**src/rtl/audio_pkg.sv**
```systemverilog
// Shared definitions for the audio request arbiter.
//   - sound codes driven on seq_select (0 means "nothing selected yet")
//   - arbiter state enumeration
//   - priority encoder: highest set bit of the request vector wins
package audio_pkg;

    localparam int NUM_SOURCES = 6;

    typedef enum logic [2:0] {
        SND_NONE      = 3'd0,
        SND_PLAY      = 3'd1,
        SND_LEVEL_INC = 3'd2,
        SND_WORLD_INC = 3'd3,
        SND_LIFE_DECR = 3'd4,
        SND_WIN       = 3'd5,
        SND_LOSE      = 3'd6
    } sound_e;

    typedef enum logic [1:0] {
        ST_IDLE  = 2'd0,
        ST_START = 2'd1,
        ST_PLAY  = 2'd2,
        ST_GAP   = 2'd3
    } arb_state_e;

    typedef struct packed {
        logic       valid;
        logic [2:0] index;
    } prio_t;

    // Ascending scan so the last (highest) set bit overwrites earlier hits.
    function automatic prio_t prio_encode(input logic [NUM_SOURCES-1:0] vec);
        prio_t result;
        result.valid = 1'b0;
        result.index = 3'd0;
        for (int i = 0; i < NUM_SOURCES; i++) begin
            if (vec[i]) begin
                result.valid = 1'b1;
                result.index = 3'(i);
            end
        end
        return result;
    endfunction

endpackage

```
**src/rtl/audio_cycle_counter.sv**
```systemverilog
// Up-counter shared by the playback watchdog and the inter-sound gap timer.
// Ports:
//   clk, reset   - clock and asynchronous active-high reset
//   clear        - synchronous reload to zero (has priority over enable)
//   enable       - advance by one per cycle
//   terminal     - compare value; the count saturates there and never wraps
//   at_terminal  - high while the count equals terminal
module audio_cycle_counter #(
    parameter int WIDTH = 8
) (
    input  logic             clk,
    input  logic             reset,
    input  logic             clear,
    input  logic             enable,
    input  logic [WIDTH-1:0] terminal,
    output logic             at_terminal
);

    logic [WIDTH-1:0] count;

    // NOTE: sequential state is assigned with <= so every flop samples the
    // pre-edge values; blocking assignments here would create order-dependent
    // simulation and a mismatch against synthesis.
    always_ff @(posedge clk or posedge reset) begin
        if (reset) begin
            count <= '0;
        end else if (clear) begin
            count <= '0;
        end else if (enable && (count != terminal)) begin
            count <= count + 1'b1;
        end
    end

    assign at_terminal = (count == terminal);

endmodule

```
**src/rtl/audio_request_arbiter.sv**
```systemverilog
// Fixed-priority scheduler between game-event sources and the audio sequencer.
// Ports:
//   clk, reset  - clock and asynchronous active-high reset
//   req[5:0]    - one-cycle request pulses; bit i requests sound code i+1
//   flush       - drops every pending request (a same-cycle req survives)
//   seq_end     - one-cycle end-of-sequence pulse from the sequencer
//   seq_enable  - one-cycle start pulse to the sequencer
//   seq_select  - sound code, stable from the start pulse until PLAY is left
//   busy        - high in START, PLAY and GAP
//   timeout     - one-cycle pulse when the playback watchdog fires
module audio_request_arbiter
    import audio_pkg::*;
#(
    parameter int GAP_CYCLES     = 1000,
    parameter int TIMEOUT_CYCLES = 50_000_000
) (
    input  logic                   clk,
    input  logic                   reset,
    input  logic [NUM_SOURCES-1:0] req,
    input  logic                   flush,
    input  logic                   seq_end,
    output logic                   seq_enable,
    output logic [2:0]             seq_select,
    output logic                   busy,
    output logic                   timeout
);

    localparam int CNT_MAX = (GAP_CYCLES > TIMEOUT_CYCLES) ? GAP_CYCLES : TIMEOUT_CYCLES;
    localparam int CNT_W   = $clog2(CNT_MAX);
    localparam logic [CNT_W-1:0] GAP_LAST     = CNT_W'(GAP_CYCLES - 1);
    localparam logic [CNT_W-1:0] TIMEOUT_LAST = CNT_W'(TIMEOUT_CYCLES - 1);

    arb_state_e             state;
    logic [NUM_SOURCES-1:0] pending;
    logic [NUM_SOURCES-1:0] pending_next;
    logic [NUM_SOURCES-1:0] grant_clear;
    prio_t                  pick;

    logic             cnt_clear;
    logic             cnt_enable;
    logic             cnt_done;
    logic [CNT_W-1:0] cnt_terminal;

    // Pending update: flush first, then the grant clear, then new requests,
    // so a request landing on a flush or a grant edge is never lost.
    // NOTE: every signal driven here gets a value on every path (defaults
    // first); a missing assignment would infer a latch.
    always_comb begin
        pick        = prio_encode(pending);
        grant_clear = '0;
        if ((state == ST_IDLE) && pick.valid) begin
            grant_clear[pick.index] = 1'b1;
        end
        pending_next = ((flush ? '0 : pending) & ~grant_clear) | req;
    end

    // One counter serves both timers: it is reloaded on entry to PLAY and to
    // GAP, and the terminal value follows the state it is timing.
    always_comb begin
        cnt_enable   = (state == ST_PLAY) || (state == ST_GAP);
        cnt_clear    = (state == ST_START) ||
                       ((state == ST_PLAY) && (seq_end || cnt_done));
        cnt_terminal = (state == ST_PLAY) ? TIMEOUT_LAST : GAP_LAST;
    end

    audio_cycle_counter #(
        .WIDTH (CNT_W)
    ) u_counter (
        .clk         (clk),
        .reset       (reset),
        .clear       (cnt_clear),
        .enable      (cnt_enable),
        .terminal    (cnt_terminal),
        .at_terminal (cnt_done)
    );

    always_ff @(posedge clk or posedge reset) begin
        if (reset) begin
            state      <= ST_IDLE;
            pending    <= '0;
            seq_select <= 3'd0;
            timeout    <= 1'b0;
        end else begin
            pending <= pending_next;
            timeout <= 1'b0;
            case (state)
                ST_IDLE: begin
                    if (pick.valid) begin
                        seq_select <= pick.index + 3'd1;
                        state      <= ST_START;
                    end
                end
                ST_START: state <= ST_PLAY;
                ST_PLAY: begin
                    // seq_end outranks a watchdog expiry in the same cycle.
                    if (seq_end) begin
                        state <= ST_GAP;
                    end else if (cnt_done) begin
                        timeout <= 1'b1;
                        state   <= ST_GAP;
                    end
                end
                ST_GAP: begin
                    if (cnt_done) begin
                        state <= ST_IDLE;
                    end
                end
                default: state <= ST_IDLE;
            endcase
        end
    end

    assign seq_enable = (state == ST_START);
    assign busy       = (state != ST_IDLE);

endmodule

```
**config.mk**
```make
export PLATFORM = sky130hd
export DESIGN_NAME = audio_request_arbiter
export DESIGN_NICKNAME = d
export VERILOG_FILES = /design/src/rtl/audio_pkg.sv /design/src/rtl/audio_cycle_counter.sv /design/src/rtl/audio_request_arbiter.sv
export SDC_FILE = /design/constraint.sdc
export NUM_CORES = 1
export LEC_CHECK = 0
export BUFFER_PORTS_ARGS = -buffer_cell sky130_fd_sc_hd__buf_2
export CAP_MARGIN = 20
export CORE_ASPECT_RATIO = 0.9
export CORE_MARGIN = 10
export CORE_UTILIZATION = 45
export DETAILED_ROUTE_END_ITERATION = 10
export SKIP_CTS_REPAIR_TIMING = 1
export SLEW_MARGIN = 20
export SYNTH_ARGS = -nofsm -noshare
export SYNTH_HDL_FRONTEND = slang
export SYNTH_SLANG_ARGS = --single-unit
```
**constraint.sdc**
```tcl
create_clock -name clk -period 7.2 [get_ports clk]
set_clock_uncertainty 0.15 [all_clocks]
set_input_delay 1.44 -clock clk [delete_from_list [all_inputs] [get_ports clk]]
set_output_delay 1.44 -clock clk [all_outputs]
set_load 0.01 [all_outputs]
```
======== Yosys cells after proc, flatten, opt, wreduce, memory -nomap -nowiden ========
Cells that the tools add are included.
storage, ports and cells
  input bits .............................. 10
  logic and storage cells ................. 53
  bits in registers ....................... 38
  output and inout port bits .............. 6
cells by class
  mux-type cells .......................... 21
  bitwise logic cells ..................... 3
  $add $sub $neg .......................... 2
  equality and inequality tests ........... 8
  order comparisons ....................... 2
  reductions and logical operators ........ 12
operators by type and width
  operator                                                                number
  26-bit 2-to-1 mux                                                       3
  26-bit by 1-bit adder with 26-bit output (second input constant)        1
  26-bit equality test                                                    1
  26-bit inequality test                                                  1
  4-bit 2-to-1 mux                                                        6
  6-bit 2-to-1 mux                                                        2
  2-bit 2-to-1 mux                                                        4
  2-bit one-hot mux with 4 select lines                                   1
  6-bit AND                                                               1
  6-bit NOT                                                               1
  6-bit OR                                                                1
  2-bit equality test (second input constant)                             2
  1-bit logical AND                                                       4
  3-bit by 4-bit < comparator with 1-bit output (second input constant)   1
  1-bit 2-to-1 mux                                                        4
  2-bit inequality test (second input constant)                           2
  2-bit nonzero test                                                      2
  3-bit by 1-bit adder with 3-bit output (second input constant)          1
  1-bit demux with 3-bit select                                           1
  3-bit by 1-bit >= comparator with 1-bit output (second input constant)  1
  1-bit logical OR                                                        3
  3-bit inequality test (second input constant)                           1
  3-bit AND reduction                                                     1
  2-bit by 1-bit equality test with 1-bit output (second input constant)  1
  2 further kinds                                                         2

======== Longest topological paths before layout ========
  depth in word-level cells ............... 14
  depth in mapped cells ................... 10
  gate-level depth less buffers ........... 7

======== Modules after synthesis ========
From an unflattened synthesis, not the netlist that was laid out.
second synthesis, totals
  cell total of the unflattened synthesis .. 260
  area total of the unflattened synthesis .. 2444.8 um^2
by module, submodules not included
  module                 area an instance (um^2)  sequential area each (um^2)  instances  cells each
  audio_cycle_counter    1809.2                   650.6                        1          194
  audio_request_arbiter  635.6                    300.3                        1          66

======== Worst setup path after synthesis ========
No wires, ideal clock.
  path type ............................... flip-flop to output port
  start point ............................. reg state[0]
  end point ............................... out busy
  arrival ................................. 787 ps
  buffers on the path ..................... 0
  cell stages (with the launch flop) ...... 4
  required time ........................... 5610 ps
  setup slack ............................. 4823 ps
  path through ............................ dfrtp_1 -> inv_1 -> ha_1 -> inv_1
between the ends
  longest elaborated chain between the ends .. 1
RTL lines
  what                      line                          RTL
  start: declaration        audio_request_arbiter.sv:33   arb_state_e state;
  start signal: assignment  audio_request_arbiter.sv:79   state <= ST_IDLE;
  start signal: assignment  audio_request_arbiter.sv:90   state <= ST_START;
  start signal: assignment  audio_request_arbiter.sv:93   ST_START: state <= ST_PLAY;
  2-bit nonzero test        audio_request_arbiter.sv:114  assign busy = (state != ST_IDLE);
  end: declaration          audio_request_arbiter.sv:24   output logic busy,
No other way between the ends.

======== Final worst setup path ========
  start point ............................. reg state[1]
  end point ............................... out seq_enable
between the ends
  longest elaborated chain between the ends .. 1
RTL lines
  what                                            line                          RTL
  2-bit by 1-bit equality test with 1-bit output  audio_request_arbiter.sv:113  assign seq_enable = (state == ST_START);
  end: declaration                                audio_request_arbiter.sv:22   output logic seq_enable,
No other way between the ends.

==> Implementation_results.wiki <==
{| class="wikitable"
! Metric !! Value
|-
| Maximum number of pins on one net before global-route repair || 39
|-
| Area share of the leading cell type in the synthesized netlist || roughly two fifths
|-
| Initial DRC Count || 78
|-
| Clock insertion delay at the later pin of the skew report || a little under 300 ps
|-
| Via density per instance || 5.67
|-
| Height of the die || between 80 and 90 um
|-
| Asr flop ratio synth || 100%
|-
| Number of nets produced by synthesis || approximately 250
|-
| Inserted Clock Buffers || 5
|-
| Initial DRT Pass Iterations || 4
|-
| CP Data Arrival Time || roughly 1600 ps
|-
| Slew Limit Headroom || 59.4%
|-
| Relative area change from synthesis to final layout || 7.77%
|-
| TritonCTS clock tree || yes
|-
| Final setup viols || 0
|-
| Placed Instances || 299
|-
| Delay of the slowest cell on the worst path || 580 ps
|-
| Remaining Overflow, GRT || 0
|-
| Initial antenna violation count || 0
|-
| Worst vdd rail ir drop || approximately 150 uV
|-
| Number of cells on the worst reg-to-reg path || 6
|-
| Count of final hold-check violations || 0
|-
| Mean routed wirelength per cell || approximately 15 um
|-
| Share of synthesized cell area in full adder, half adder and majority cells || between 3 and 4%
|-
| Max clock buf depth || 2
|-
| Num Clock Sinks || 38
|-
| Syn Inst Count || 230
|-
| Kind of end point of the critical path || output port
|-
| Non-Filler Instances || ~310
|-
| Fin nets || roughly 260
|-
| Cell depth of the worst hold path || 2
|-
| Placeable core region || 4860 um^2
|-
| Count of vias placed by the detailed router || roughly 1700
|-
| Mux contribution to synthesized area || 0.992%
|-
| # diodes || 0
|-
| Final critical delay including setup and external delays || between 3000 and 4000 ps
|-
| Crit Path Max Fanout || 27
|-
| Die area || 8290 um^2
|-
| Transition time of the tightest slew-check pin || ~610 ps
|-
| Aggregate global-route resource usage || between 10% and 20%
|-
| Startpoint class of the critical path || register
|-
| Total of fill cells in the finished design || 470
|-
| Final Core Density || 50.3%
|-
| DRC violation count after routing || 0
|-
| Worst-case setup margin in the final layout || between 3000 and 4000 ps
|-
| Ranking of synthesized cells by area || sky130_fd_sc_hd__dfrtp_1, sky130_fd_sc_hd__xnor2_1, sky130_fd_sc_hd__nor3_1
|-
| Proportion of layout cells with a drive suffix above 1 || 22.4%
|-
| Leakage power figure || about 1 nW
|-
| Avg Cell Area, Syn || ~9.9 um^2
|-
| Slowest stage cell, crit path || sky130_fd_sc_hd__ha_2
|-
| Classification of the worst-slack hold path || reg -> reg
|-
| Total negative slack for setup checks || 0 ps
|-
| Die width || around 95 um
|-
| Buf+Inv Stages, Crit Path || 2
|-
| Unrepaired setup endpoints after global routing || no
|-
| Total Routed Length || 4.70 mm
|-
| Sequence of cells on the critical path || inv_1 -> ha_2 -> buf_2
|-
| Post-Synth XOR/XNOR Area || around 7%
|-
| Global placer's final weighted congestion || between 0.7 and 0.8
|-
| Total power divided by cell area || 243 nW/um^2
|-
| Number of global-route vias before repair || about 1600
|-
| Post-Synth Simple-Gate Area || a little under a third
|-
| Number of antenna-violating nets in the routed design || 0
|-
| Cell class contributing the biggest share of worst-path delay || adder cells
|-
| Main combinational cell family by area after synthesis || simple AND/OR/NAND/NOR gates
|-
| Run status || complete, no violations
|-
| Worst setup slack before clock tree synthesis || 3880 ps
|-
| First-pass GRT wire length || ~7.8 mm
|-
| Initial standard-cell utilization of the core || between 40% and 50%
|-
| Synthesized-area fraction occupied by ao, oa, aoi and oai cells || between 10% and 20%
|-
| Clock-pin slew reported for the worst setup and hold paths after clock tree synthesis || around 80 ps
|-
| WHS || around 330 ps
|-
| Count of yosys warnings during synthesis || 0
|-
| Buffer cell driving the clock tree root || sky130_fd_sc_hd__clkbuf_8
|-
| Summed area of non-filler cells in the final layout || 2450 um^2
|-
| Standard-cell row count || 24
|-
| Required time of the worst setup path || between 5000 and 6000 ps
|-
| Port Buffers || 15
|-
| PnR Total Power || 0.593 mW
|-
| Maximum level of the CTS H-tree || 2
|-
| Number of stages on the worst setup path || 3
|-
| Fmax || approximately 310 MHz
|-
| Synth Flop Type || sky130_fd_sc_hd__dfrtp_1
|-
| Part of the Yosys area used for sequential elements || around two fifths
|-
| EDFF count, synth || 0
|-
| Cell taking the most area after synthesis || sky130_fd_sc_hd__dfrtp_1
|-
| Count of different cell masters after synthesis || 49
|-
| Share of the cycle needed by the critical path after routing || 44.4%
|-
| DPL Wire Length || between 3 and 4 mm
|-
| Final count of pins violating max slew || 0
|-
| Max-capacitance violation count || 0
|-
| Critical path class || reg -> out
|-
| #FFs+latches synth || 38
|-
| Placement Cell Area || 2360 um^2
|-
| I/O pins || 16
|-
| Synth Cell Area || 2270 um^2
|}
-- state kept, by name, summed over array words and instances, names as in the netlist --
register,count
state,2
u_counter.count,26
timeout,1
pending,6
seq_select,3
-- cells in the final DEF (no fill, tap or decap), types with 5 or more instances in the layout --
cell type / Yosys / layout
sky130_fd_sc_hd__a211oi_1: 7 / 7
sky130_fd_sc_hd__buf_2: 4 / 15
sky130_fd_sc_hd__clkbuf_8: 0 / 5
sky130_fd_sc_hd__dfrtp_1: 38 / 38
sky130_fd_sc_hd__ha_1: 6 / 5
sky130_fd_sc_hd__inv_1: 8 / 8
sky130_fd_sc_hd__nand2_1: 19 / 19
sky130_fd_sc_hd__nand3_1: 5 / 5
sky130_fd_sc_hd__nand4_1: 10 / 10
sky130_fd_sc_hd__nor2_1: 13 / 13
sky130_fd_sc_hd__nor3_1: 20 / 20
sky130_fd_sc_hd__nor3_2: 6 / 6
sky130_fd_sc_hd__o21ai_0: 10 / 10
sky130_fd_sc_hd__or3_2: 6 / 6
sky130_fd_sc_hd__or4_1: 6 / 6
sky130_fd_sc_hd__xnor2_1: 13 / 13
sky130_fd_sc_hd__xor2_1: 5 / 5
-- tightest hold or removal path, stage by stage (launching register included) --
cell                      delay [ps]
sky130_fd_sc_hd__dfrtp_1         350
sky130_fd_sc_hd__nand2_1          40
sky130_fd_sc_hd__o21ai_0          60
-- per-layer routing --
layer	vias up	part of all wire (%)	track usage, %
met3	4	4.3	3.19
met2	25	45	18.2
li1	868	-	-
met4	0	0.66	2.85
met5	-	0	0
met1	837	49	15.7
-- logic make-up after synthesis --
group / Yosys count
multiplexers: 2
AO/OA/AOI/OAI: 36
flip-flops: 38
XOR/XNOR: 18
adder cells (fa/ha/maj): 6
buffers and inverters: 20
AND/OR/NAND/NOR: 110
-- where the power goes --
part,internal [mW],switching (mW)
clock,0.0650,0.0740
combinational,0.0673,0.131
sequential,0.237,0.0188
total,0.369,0.224
-- area by class of cell --
| cell class | instances | area (um^2) | area share [%] |
|---|---|---|---|
| clock buffers | 5 | 68.8 | 2.81 |
| flip-flops and latches | 38 | 951 | 38.9 |
| repair buffers | 16 | 82.6 | 3.38 |
| well taps | 65 | 81.3 | 3.32 |
| clock inverters | 2 | 10.0 | 0.409 |
| inverters | 8 | 30.0 | 1.23 |
| multi-input cells | 172 | 1220 | 50.0 |
-- worst paths after layout --
path | from | endpoint | slack [ps]
min in group asynchronous | reset | seq_select[2]$_DFFE_PP0P_ | 1110
worst max-delay path | state[1]$_DFFE_PP0P_ | seq_enable | 4000
worst min-delay path | seq_select[0]$_DFFE_PP0P_ | seq_select[0]$_DFFE_PP0P_ | 330
worst min register to register | seq_select[0]$_DFFE_PP0P_ | seq_select[0]$_DFFE_PP0P_ | 330
worst max register to register | state[0]$_DFFE_PP0P_ | u_counter.count[21]$_DFFE_PP0P_ | 4240
max in group asynchronous | reset | u_counter.count[24]$_DFFE_PP0P_ | 5450
-- synth_stat cells (2+ instances only) --
master / instances
sky130_fd_sc_hd__nor4_4: 2
sky130_fd_sc_hd__mux2_2: 2
sky130_fd_sc_hd__o211ai_1: 2
sky130_fd_sc_hd__clkbuf_1: 3
sky130_fd_sc_hd__nand3b_1: 2
sky130_fd_sc_hd__and3_1: 3
sky130_fd_sc_hd__o21ai_0: 10
sky130_fd_sc_hd__nand3_1: 5
sky130_fd_sc_hd__nor2_1: 13
sky130_fd_sc_hd__or3_2: 6
sky130_fd_sc_hd__nand2_1: 19
sky130_fd_sc_hd__a211oi_2: 2
sky130_fd_sc_hd__nor3_1: 20
sky130_fd_sc_hd__o22ai_1: 2
sky130_fd_sc_hd__a31o_2: 3
sky130_fd_sc_hd__dfrtp_1: 38
sky130_fd_sc_hd__nor4b_1: 2
sky130_fd_sc_hd__o31ai_1: 3
sky130_fd_sc_hd__xor2_1: 5
sky130_fd_sc_hd__inv_1: 8
sky130_fd_sc_hd__a21oi_1: 2
sky130_fd_sc_hd__buf_6: 2
sky130_fd_sc_hd__nor3_2: 6
sky130_fd_sc_hd__buf_2: 4
sky130_fd_sc_hd__nor4_2: 3
sky130_fd_sc_hd__nand2b_1: 3
sky130_fd_sc_hd__ha_1: 6
sky130_fd_sc_hd__or4_1: 6
sky130_fd_sc_hd__a211oi_1: 7
sky130_fd_sc_hd__xnor2_1: 13
sky130_fd_sc_hd__nand4_1: 10
No activity file was read; power rests on OpenSTA's default activity.
